[src/rtl/cpu_types_pkg.sv]
// Shared CPU types: word, RAM handshake state, arbiter FSM types.
// Imported by the memory arbiter, its interface and the bench.
package cpu_types_pkg;

   parameter int WORD_W = 32;

   typedef logic [WORD_W-1:0] word_t;

   typedef enum logic [1:0] {
      FREE,
      BUSY,
      ACCESS,
      ERROR
   } ramstate_t;

   typedef enum logic [1:0] {
      IDLE,
      SERVE_I,
      SERVE_D
   } arb_state_t;

   typedef enum logic {
      SERVED_I,
      SERVED_D
   } served_t;

endpackage

[src/rtl/cache_mem_arbiter_if.sv]
// Cache/RAM bus bundle seen by the memory arbiter.
// slave: arbiter view (cache reqs + ram status in); master: environment view.
interface cache_mem_arbiter_if #(
   parameter int WORD_W = 32
);
   import cpu_types_pkg::*;

   logic              iREN;
   logic [WORD_W-1:0] iaddr;
   logic              iwait;
   logic [WORD_W-1:0] iload;

   logic              dREN;
   logic              dWEN;
   logic [WORD_W-1:0] daddr;
   logic [WORD_W-1:0] dstore;
   logic              dwait;
   logic [WORD_W-1:0] dload;

   logic              ramREN;
   logic              ramWEN;
   logic [WORD_W-1:0] ramaddr;
   logic [WORD_W-1:0] ramstore;
   logic [WORD_W-1:0] ramload;
   ramstate_t         ramstate;

   modport slave (
      input  iREN, iaddr,
      input  dREN, dWEN, daddr, dstore,
      input  ramload, ramstate,
      output iwait, iload,
      output dwait, dload,
      output ramREN, ramWEN, ramaddr, ramstore
   );

   modport master (
      output iREN, iaddr,
      output dREN, dWEN, daddr, dstore,
      output ramload, ramstate,
      input  iwait, iload,
      input  dwait, dload,
      input  ramREN, ramWEN, ramaddr, ramstore
   );

endinterface

[src/rtl/cache_mem_arbiter_timer.sv]
// access_timer: saturating cycle counter with clear/enable.
// Ports: clk, rst (async high), clr, en in; done = count at TIMEOUT.
module access_timer #(
   parameter int TIMEOUT = 255,
   parameter int TCNT_W  = 8
) (
   input  logic clk,
   input  logic rst,
   input  logic clr,
   input  logic en,
   output logic done
);

   localparam logic [TCNT_W-1:0] MAX = TCNT_W'(TIMEOUT);

   logic [TCNT_W-1:0] cnt;

   always_ff @(posedge clk or posedge rst) begin
      if (rst) begin
         cnt <= '0;
      end else if (clr) begin
         cnt <= '0;
      end else if (en && (cnt != MAX)) begin
         cnt <= cnt + 1'b1;
      end
   end

   assign done = (cnt == MAX);

endmodule

[src/rtl/cache_mem_arbiter.sv]
// Single-port RAM arbiter between icache and dcache, round-robin on ties.
// Ports: CLK, RST (async high), bus (cache + RAM signals), err (sticky).
module cache_mem_arbiter
   import cpu_types_pkg::*;
#(
   parameter int WORD_W  = 32,
   parameter int TIMEOUT = 255,
   parameter int TCNT_W  = 8
) (
   input  logic                CLK,
   input  logic                RST,
   cache_mem_arbiter_if.slave  bus,
   output logic                err
);

   arb_state_t state, state_nxt;
   served_t    last, last_nxt;
   logic       err_q;

   logic ireq, dreq;
   logic serve, gnt_i, gnt_req;
   logic withdraw, access, ram_err;
   logic tclr, tdone;

   assign ireq    = bus.iREN;
   assign dreq    = bus.dREN | bus.dWEN;
   assign serve   = (state == SERVE_I) || (state == SERVE_D);
   assign gnt_i   = (state == SERVE_I);
   assign gnt_req = gnt_i ? ireq : dreq;

   // Withdrawal wins over any RAM status: nothing was really asked for.
   assign withdraw = serve && !gnt_req;
   assign access   = serve && gnt_req
                  && (bus.ramstate == ACCESS);
   assign ram_err  = serve && gnt_req
                  && (bus.ramstate == ERROR);

   assign tclr = !serve || withdraw || access || ram_err;

   access_timer #(
      .TIMEOUT (TIMEOUT),
      .TCNT_W  (TCNT_W)
   ) u_timer (
      .clk  (CLK),
      .rst  (RST),
      .clr  (tclr),
      .en   (serve),
      .done (tdone)
   );

   // err goes high in the very cycle the counter saturates; err_q holds it.
   assign err = err_q | tdone;

   always_ff @(posedge CLK or posedge RST) begin
      if (RST) begin
         state <= IDLE;
         last  <= SERVED_I;
         err_q <= 1'b0;
      end else begin
         state <= state_nxt;
         last  <= last_nxt;
         err_q <= err_q | tdone | ram_err;
      end
   end

   always_comb begin
      state_nxt = state;
      last_nxt  = last;
      unique case (state)
         IDLE: begin
            if (dreq && !ireq) begin
               state_nxt = SERVE_D;
            end else if (ireq && !dreq) begin
               state_nxt = SERVE_I;
            end else if (ireq && dreq) begin
               state_nxt = (last == SERVED_I) ? SERVE_D
                                              : SERVE_I;
            end
         end
         SERVE_I, SERVE_D: begin
            if (withdraw || access || ram_err) begin
               state_nxt = IDLE;
            end
            if (access) begin
               last_nxt = gnt_i ? SERVED_I : SERVED_D;
            end
         end
         default: state_nxt = IDLE;
      endcase
   end

   always_comb begin
      bus.ramREN   = 1'b0;
      bus.ramWEN   = 1'b0;
      bus.ramaddr  = '0;
      bus.ramstore = '0;
      bus.iwait    = 1'b1;
      bus.dwait    = 1'b1;
      bus.iload    = '0;
      bus.dload    = '0;
      unique case (1'b1)
         (state == SERVE_I): begin
            bus.ramREN  = bus.iREN;
            bus.ramaddr = bus.iaddr;
            if (access) begin
               bus.iwait = 1'b0;
               bus.iload = bus.ramload;
            end
         end
         (state == SERVE_D): begin
            // Read+write together is a write.
            bus.ramWEN   = bus.dWEN;
            bus.ramREN   = bus.dREN & ~bus.dWEN;
            bus.ramaddr  = bus.daddr;
            bus.ramstore = bus.dstore;
            if (access) begin
               bus.dwait = 1'b0;
               bus.dload = bus.ramload;
            end
         end
         default: begin
         end
      endcase
   end

endmodule
[src/flat_wrapper.sv]
// flat-port wrapper written by rule: the top's interface ports become plain ports
module cache_mem_arbiter_flat import cpu_types_pkg::*;
#(
   parameter int WORD_W  = 32,
   parameter int TIMEOUT = 255,
   parameter int TCNT_W  = 8
)
  (CLK, RST, err, bus_iREN, bus_iaddr, bus_dREN, bus_dWEN, bus_daddr, bus_dstore, bus_ramload, bus_ramstate, bus_iwait, bus_iload, bus_dwait, bus_dload, bus_ramREN, bus_ramWEN, bus_ramaddr, bus_ramstore);
  cache_mem_arbiter_if #(.WORD_W(WORD_W)) bus_i ();
  input  logic CLK;
  input  logic RST;
  output logic err;
  input wire logic [$bits(bus_i.iREN)-1:0] bus_iREN;
  input wire logic [$bits(bus_i.iaddr)-1:0] bus_iaddr;
  input wire logic [$bits(bus_i.dREN)-1:0] bus_dREN;
  input wire logic [$bits(bus_i.dWEN)-1:0] bus_dWEN;
  input wire logic [$bits(bus_i.daddr)-1:0] bus_daddr;
  input wire logic [$bits(bus_i.dstore)-1:0] bus_dstore;
  input wire logic [$bits(bus_i.ramload)-1:0] bus_ramload;
  input wire logic [$bits(bus_i.ramstate)-1:0] bus_ramstate;
  output wire logic [$bits(bus_i.iwait)-1:0] bus_iwait;
  output wire logic [$bits(bus_i.iload)-1:0] bus_iload;
  output wire logic [$bits(bus_i.dwait)-1:0] bus_dwait;
  output wire logic [$bits(bus_i.dload)-1:0] bus_dload;
  output wire logic [$bits(bus_i.ramREN)-1:0] bus_ramREN;
  output wire logic [$bits(bus_i.ramWEN)-1:0] bus_ramWEN;
  output wire logic [$bits(bus_i.ramaddr)-1:0] bus_ramaddr;
  output wire logic [$bits(bus_i.ramstore)-1:0] bus_ramstore;
  assign bus_i.iREN = bus_iREN;
  assign bus_i.iaddr = bus_iaddr;
  assign bus_i.dREN = bus_dREN;
  assign bus_i.dWEN = bus_dWEN;
  assign bus_i.daddr = bus_daddr;
  assign bus_i.dstore = bus_dstore;
  assign bus_i.ramload = bus_ramload;
  assign bus_i.ramstate = bus_ramstate;
  assign bus_iwait = bus_i.iwait;
  assign bus_iload = bus_i.iload;
  assign bus_dwait = bus_i.dwait;
  assign bus_dload = bus_i.dload;
  assign bus_ramREN = bus_i.ramREN;
  assign bus_ramWEN = bus_i.ramWEN;
  assign bus_ramaddr = bus_i.ramaddr;
  assign bus_ramstore = bus_i.ramstore;
  cache_mem_arbiter #(.WORD_W(WORD_W), .TIMEOUT(TIMEOUT), .TCNT_W(TCNT_W)) u_core (.CLK(CLK), .RST(RST), .bus(bus_i), .err(err));
endmodule
[config.mk]
export PLATFORM = sky130hd
export DESIGN_NAME = cache_mem_arbiter_flat
export DESIGN_NICKNAME = d
export VERILOG_FILES = /design/src/rtl/cpu_types_pkg.sv /design/src/rtl/cache_mem_arbiter_if.sv /design/src/rtl/cache_mem_arbiter_timer.sv /design/src/rtl/cache_mem_arbiter.sv /design/src/flat_wrapper.sv
export SDC_FILE = /design/constraint.sdc
export NUM_CORES = 1
export LEC_CHECK = 0
export ABC_AREA = 1
export ABC_CLOCK_PERIOD_IN_PS = 2200
export CORE_AREA = 2 2 104 106
export DETAILED_ROUTE_END_ITERATION = 10
export DIE_AREA = 0 0 106 108
export MAX_ROUTING_LAYER = met4
export PLACE_DENSITY_LB_ADDON = 0.15
export RECOVER_POWER = 100
export SLEW_MARGIN = 20
export SYNTH_ARGS = -nofsm -noshare
export SYNTH_HDL_FRONTEND = slang
export SYNTH_SLANG_ARGS = --single-unit
[constraint.sdc]
create_clock -name CLK -period 2.2 [get_ports CLK]
set_clock_uncertainty 0.2 [all_clocks]
set_input_delay 0.44 -clock CLK [delete_from_list [all_inputs] [get_ports CLK]]
set_output_delay 0.44 -clock CLK [all_outputs]
set_load 0.02 [all_outputs]
==> run_results.csv, run 1 <==
group,metric,value,unit
status,status,"complete, but fails checks",
status,violations,"negative setup slack",
setup_path,path_max_fanout,11,
yosys,synth_cells,395,
layout,n_antenna_cell,0,
global_routing,grt_pass1_vias,3469,
global_routing,grt_usage,0.1953,
drt,routed_wl,13.25,mm
setup_path,critical-path-max-stage-delay,0.41,ns
sta,fin_crit_sh,1.135,
power,p_sw_frac,0.4792,
setup_path,cp-end-kind,"output pin",
setup_path,cp_slowest_cell,"dfrtp_2",
clock_tree,cts_made_buffers,3,
drt,ant_nets,0,
layout,fin_nets,853,
clock_tree,cts_root_buf,"clkbuf_8",
yosys,yosysWarningCount,0,
setup_path,cp_top_family,"simple AND/OR/NAND/NOR gates",
sta,setup_slack,-0.2967,ns
power,p_switching,3021,µW
global_routing,gr-total-overflow,0,
drt,route.detailed.drc,0,
yosys,ys_seq_elements,12,
clock_tree,ctsHtreeMaxLevel,1,
global_routing,antenna_found_initial,0,
min_path,worst_hold_path.endpoint,"u_core.err_q",
floorplanning,core,10230,µm²
clock_tree,clk_pin_slew,0.05,ns
floorplanning,ios,268,
layout,nFillCells,800,
power,p_seq_frac,0.053,
run,drv_cap,0,
layout,drive_above_1_share,0.5783,
drt,drtIter0Drc,129,
setup_path,rr_startpoint,"u_core.state[0]",
floorplanning,start_util,0.2012,
power,ir_drop,0.0007057,V
layout,syn2layout_area_growth,234.5,%
layout,postLayoutCoreUtil,0.6730,
power,p_leak,0.003289,µW
placement,port_buffers,267,
setup_path,critPathLaunchType,"flop",
floorplanning,rows,37,
global_routing,grt_max_degree,23,
setup_path,reg2reg_to,"u_core.u_timer.cnt[5]",
drt,first_pass_iters,4,
sta,hold_violations,0,
power,internal-power,3283,µW
clock_tree,cts_hold_buf,0,
sta,period_needed,2.497,ns
yosys,ys_types,22,
drt,via_count,3638,
min_path,hold_path_class,"reg2reg",
setup_path,rrSetupSlack,0.19,ns
sta,tns,-22.83,ns
setup_path,cp_num_buf_inv,3,
setup_path,worst-endpoint-arrival,1.86,ns
placement,gp_congestion,0.8718,
global_routing,grt_pass1_wl,17.62,mm
sta,rsz0062_at_grt,"yes",
sta,finalSetupViolCount,115,
sta,fmax,400.5,MHz
min_path,holdPathStages,2,
floorplanning,die_x,106,µm
setup_path,path_cells,"inv_2 > ha_4 > nand2_4 > nor2_8 > nand3_4 > buf_12 > nor2_2 > buf_4",
sta,drv_slew,0,
yosys,syn_area_per_cell,5.211,µm²
clock_tree,ctsLongestPathBuffers,2,
clock_tree,cts_tree,"done",
setup_path,critical_path_class,"reg2out",
layout,layoutNonFillerInstCount,845,
yosys,ys_seq_area_frac,0.1459,
layout,final_common_cell,"buf_6",
clock_tree,numClockSinks,12,
floorplanning,die_h,108,µm
drt,routed_via_density,4.305,
power,p_comb_frac,0.908,
clock_tree,insertion_delay,0.24,ns
min_path,hp-start,"u_core.err_q",
power,clkPwrFrac,0.039,
layout,final_cell_mix,"buf_6 (132), clkdlybuf4s50_1 (130), nand2_1 (68)",
floorplanning,die_area,11450,µm²
setup_path,required,1.56,ns
power,total_power,6304,µW
yosys,netlist_area,2058,µm²
yosys,syn-num-nets,538,
sta,slew_headroom,0.6745,
placement,hpwl,8.823,mm
sta,worst_pin_slew,0.4877,ns
placement,dp.cells,806,
power,powerDensity,915.6,nW/µm²
setup_path,reg2regPathDepth,11,
drt,post_drt_wl_per_cell,15.68,µm
[cells by family (layout without fill, tap and decap cells)]
kind of cell | count (synthesis) | count (layout) | synth area share
simple gates | 230 | 230 | 0.4851
buf+inv | 103 | 417 | 0.2134
compound gates | 40 | 40 | 0.09848
flops | 12 | 12 | 0.1459
fa+ha+maj | 8 | 8 | 0.04863
xor+xnor | 2 | 2 | 0.008512
[repair_timing]
item                       4_1_cts  5_1_grt
cloned                           9        7
pin swaps                        6       84
gates resized for setup        742      344
buffers inserted                13       11
setup endpoints to repair      133      139
[power groups by stage]
stage | logic (µW) | clock network (µW) | registers, µW
6_report | 5720 | 245 | 336
5_1_grt | 6040 | 267 | 343
4_1_cts | 4490 | 253 | 335
3_5_place_dp | 3380 | 0 | 330
3_3_place_gp | 3360 | 0 | 329
2_1_floorplan | 1740 | 0 | 320
[sequential cells by signal, summed over array words and instances, names as in the netlist]
signal	count
u_core.u_timer.cnt	8
u_core.err_q	1
u_core.last	1
u_core.state	2
[routing by layer]
layer / global-route usage / part of all wire / vias up
met1: 0.2136 / 0.36 / 1681
met5: - / 0 / -
met2: 0.3793 / 0.57 / 148
met3: 0.03376 / 0.059 / 20
met4: 0.02444 / 0.016 / 0
li1: - / - / 1789
[cell usage after synthesis]
library cell | number | area [µm²]
xor2_1 | 1 | 8.760
clkbuf_1 | 8 | 30.03
o21ai_0 | 3 | 15.01
dfrtp_1 | 12 | 300.3
nor2_1 | 54 | 202.7
nor2_8 | 1 | 20.02
o21bai_1 | 1 | 7.510
nand4_1 | 1 | 6.260
nand3_4 | 2 | 35.03
nand3b_1 | 2 | 15.01
nand2_1 | 132 | 495.5
nand2_2 | 1 | 6.260
inv_1 | 81 | 304.0
buf_6 | 6 | 67.56
a21oi_1 | 36 | 180.2
xnor2_1 | 1 | 8.760
nor3_1 | 1 | 5.000
inv_2 | 2 | 7.510
nor2_2 | 26 | 162.7
nand3_1 | 10 | 50.05
ha_1 | 8 | 100.1
buf_2 | 6 | 30.03
[worst register-to-register path, cell delays in order, from the launching register on]
cell,delay [ns]
dfrtp_2,0.41
inv_2,0.07
ha_4,0.28
buf_4,0.13
inv_4,0.05
buf_6,0.15
a21oi_2,0.14
nand2_1,0.08
nor2_2,0.16
buf_4,0.15
nand2_1,0.04
nor2_1,0.08
[area by class of cell]
cell class	instances	area [µm²]	share of cell area
multi-input cells	280	2350	0.3413
well taps	136	170.2	0.02471
clock buffers	4	55.05	0.007996
flip-flops and latches	12	301.5	0.04379
inverters	83	314.1	0.04561
repair buffers	330	3695	0.5366
[metrics by stage]
step / hold slack, ns / worst slack (ns) / area [µm²]
floorplan: 0.1047 / -0.04196 / 2083
global placement: 0.2532 / -0.7792 / 5066
detailed placement: 0.2690 / -0.7868 / 5066
CTS: 0.2823 / -0.2596 / 5518
global route: 0.3076 / -0.3814 / 6885
finish: 0.2751 / -0.2967 / 6885
[how the worst max path moves through the flow]
stage,startpoint,end,slack (ns),cells after the start
4_1_cts,u_core.state[1],bus_iload[29],-0.26,10
5_1_grt,u_core.state[0],bus_iload[15],-0.38,8
6_report,u_core.state[0],bus_dload[25],-0.30,8
3_5_place_dp,bus_iREN,bus_dload[5],-0.79,9
3_3_place_gp,bus_iREN,bus_dload[17],-0.78,9
2_1_floorplan,u_core.state[0],bus_dload[10],-0.04,7
Power figures use the tool's default switching activity.
==> inputs of run 2 (changes only) <==
--- a/config.mk
+++ b/config.mk
@@ -10,6 +10,7 @@
 export CORE_AREA = 2 2 104 106
 export DETAILED_ROUTE_END_ITERATION = 10
 export DIE_AREA = 0 0 106 108
+export GPL_TIMING_DRIVEN = 0
 export MAX_ROUTING_LAYER = met4
 export PLACE_DENSITY_LB_ADDON = 0.15
 export RECOVER_POWER = 100
==> run 2 against run 1 <==
The flow still finishes with violations (negative setup slack); sequential cell count did not move; hold slack gained 0.0025 ns; combinational power fell by 17%; core utilization down 9.7 points; critical endpoint is now bus_dload[24]; count of clock-buffer cells in the layout unchanged; fmax rose by 0.70%.
==> run_results.csv, run 2 (synthesis results as in run 1) <==
group,metric,value,unit
drt,via_count,3507,
layout,nFillCells,949,
clock_tree,cts_root_buf,"clkbuf_8",
layout,n_antenna_cell,0,
sta,holdWs,0.2776,ns
layout,multi_input_area,1804,µm²
drt,ant_nets,0,
layout,final_cell_mix,"clkdlybuf4s50_1 (130), nand2_1 (86), buf_4 (78)",
global_routing,gr-total-overflow,0,
setup_path,path_cells,"buf_6 > ha_4 > nand2_2 > nand2_4 > nor2_8 > nand3_4 > buf_8 > nor2_2 > buf_4",
layout,top_register,"u_core.u_timer.cnt",
status,status,"complete, but fails checks",
status,violations,"negative setup slack",
layout,final_common_cell,"clkdlybuf4s50_1",
setup_path,critical-path-max-stage-delay,0.42,ns
sta,worst_pin_slew,0.5001,ns
placement,gp_congestion,0.8493,
drt,drtIter0Drc,155,
sta,drv_slew,0,
layout,syn2layout_area_growth,186.5,%
sta,fmax,403.3,MHz
power,p_leak,0.002978,µW
drt,routed_via_density,4.215,
floorplanning,start_util,0.2012,
clock_tree,cts_tree,"done",
clock_tree,insertion_delay,0.25,ns
clock_tree,numClockSinks,12,
placement,dpl_cell_area,4926,µm²
layout,area.sequential,300.3,µm²
floorplanning,ios,268,
layout,postLayoutCoreUtil,0.5764,
layout,drive_above_1_share,0.4842,
clock_tree,clk_pin_slew,0.06,ns
clock_tree,cts_hold_buf,0,
sta,period_needed,2.479,ns
global_routing,grt_pass1_vias,3308,
power,powerDensity,899.4,nW/µm²
layout,largest_reg_flops,8,
sta,hold_violations,0,
power,ir_drop,0.0004740,V
global_routing,grt_usage,0.1838,
layout,top_regs,"u_core.u_timer.cnt (8), u_core.state (2)",
drt,route.detailed.drc,0,
drt,post_drt_wl_per_cell,14.44,µm
sta,finalSetupViolCount,124,
clock_tree,ctsLongestPathBuffers,2,
layout,fin_nets,840,
sta,tns,-23.80,ns
min_path,hold_path_class,"reg2reg",
sta,setup_slack,-0.2793,ns
sta,slew_headroom,0.6663,
placement,hpwl,9.160,mm
global_routing,grt_pass1_wl,16.45,mm
placement,port_buffers,267,
setup_path,critPathLaunchType,"flop",
sta,rsz0062_at_grt,"yes",
floorplanning,rows,37,
layout,final_area,5897,µm²
floorplanning,die_h,108,µm
setup_path,worst-endpoint-arrival,1.84,ns
clock_tree,ctsHtreeMaxLevel,1,
floorplanning,core,10230,µm²
setup_path,cp_slowest_cell,"dfrtp_1",
setup_path,critical_path_class,"reg2out",
clock_tree,cts_made_buffers,3,
global_routing,antenna_found_initial,0,
drt,routed_wl,12.02,mm
drt,first_pass_iters,5,
run,drv_cap,0,
global_routing,grt_max_degree,13,
setup_path,required,1.56,ns
floorplanning,die_area,11450,µm²
setup_path,cp-end-kind,"output pin",
setup_path,path_max_fanout,10,
floorplanning,die_x,106,µm
sta,fin_crit_sh,1.127,
-- run 2: final timing paths --
kind	start	endpoint	slack, ns	cells past startpoint
worst min register to register	u_core.err_q	u_core.err_q	0.28	2
min in group asynchronous	RST	u_core.state[1]	0.45	2
worst max register to register	u_core.state[0]	u_core.u_timer.cnt[7]	0.13	8
max in group asynchronous	RST	u_core.u_timer.cnt[3]	1.01	2
worst min-delay path	u_core.err_q	u_core.err_q	0.28	2
worst max-delay path	u_core.state[0]	bus_dload[24]	-0.28	9
-- run 2: metrics by stage --
stage	power (µW)	std cells	setup slack, ns
floorplan	2061	395	-0.04196
global placement	3473	798	-0.9563
detailed placement	3508	798	-0.9994
CTS	4456	823	-0.2572
global route	5613	832	-0.3851
finish	5304	832	-0.2793
-- run 2: timing repair --
action	CTS	global route
cloned	2	5
resized for setup	769	178
setup endpoints to repair	133	133
pin swaps	7	28
buffers inserted	19	6
-- run 2: report_power, final --
group          switching (µW)  total (µW)  internal [µW]  leakage (µW)
clock                    90.5         249            159     0.0000288
combinational            2410        4720           2320       0.00279
sequential               50.2         330            280      0.000156
total                    2550        5300           2760       0.00298
-- run 2: critical path, delay by kind of cell, from the launching register on --
kind | cells | cell delay, ns
adders and majority gates | 1 | 0.16
DFF | 1 | 0.42
and+or+nand+nor | 5 | 0.53
buffers and inverters | 3 | 0.49
-- run 2: layer usage --
layer,routed length [µm],GRT usage
met4,260,0.05451
met3,702,0.03074
met2,6610,0.3525
met1,4443,0.1931
met5,0,-
-- run 2: final cells by class --
class                   instances  share of cell area
repair buffers                299              0.5001
clock buffers                   4            0.009336
plain buffers                  18             0.05198
inverters                      83             0.05283
multi-input cells             280              0.3060
flip-flops and latches         12             0.05092
well taps                     136             0.02886
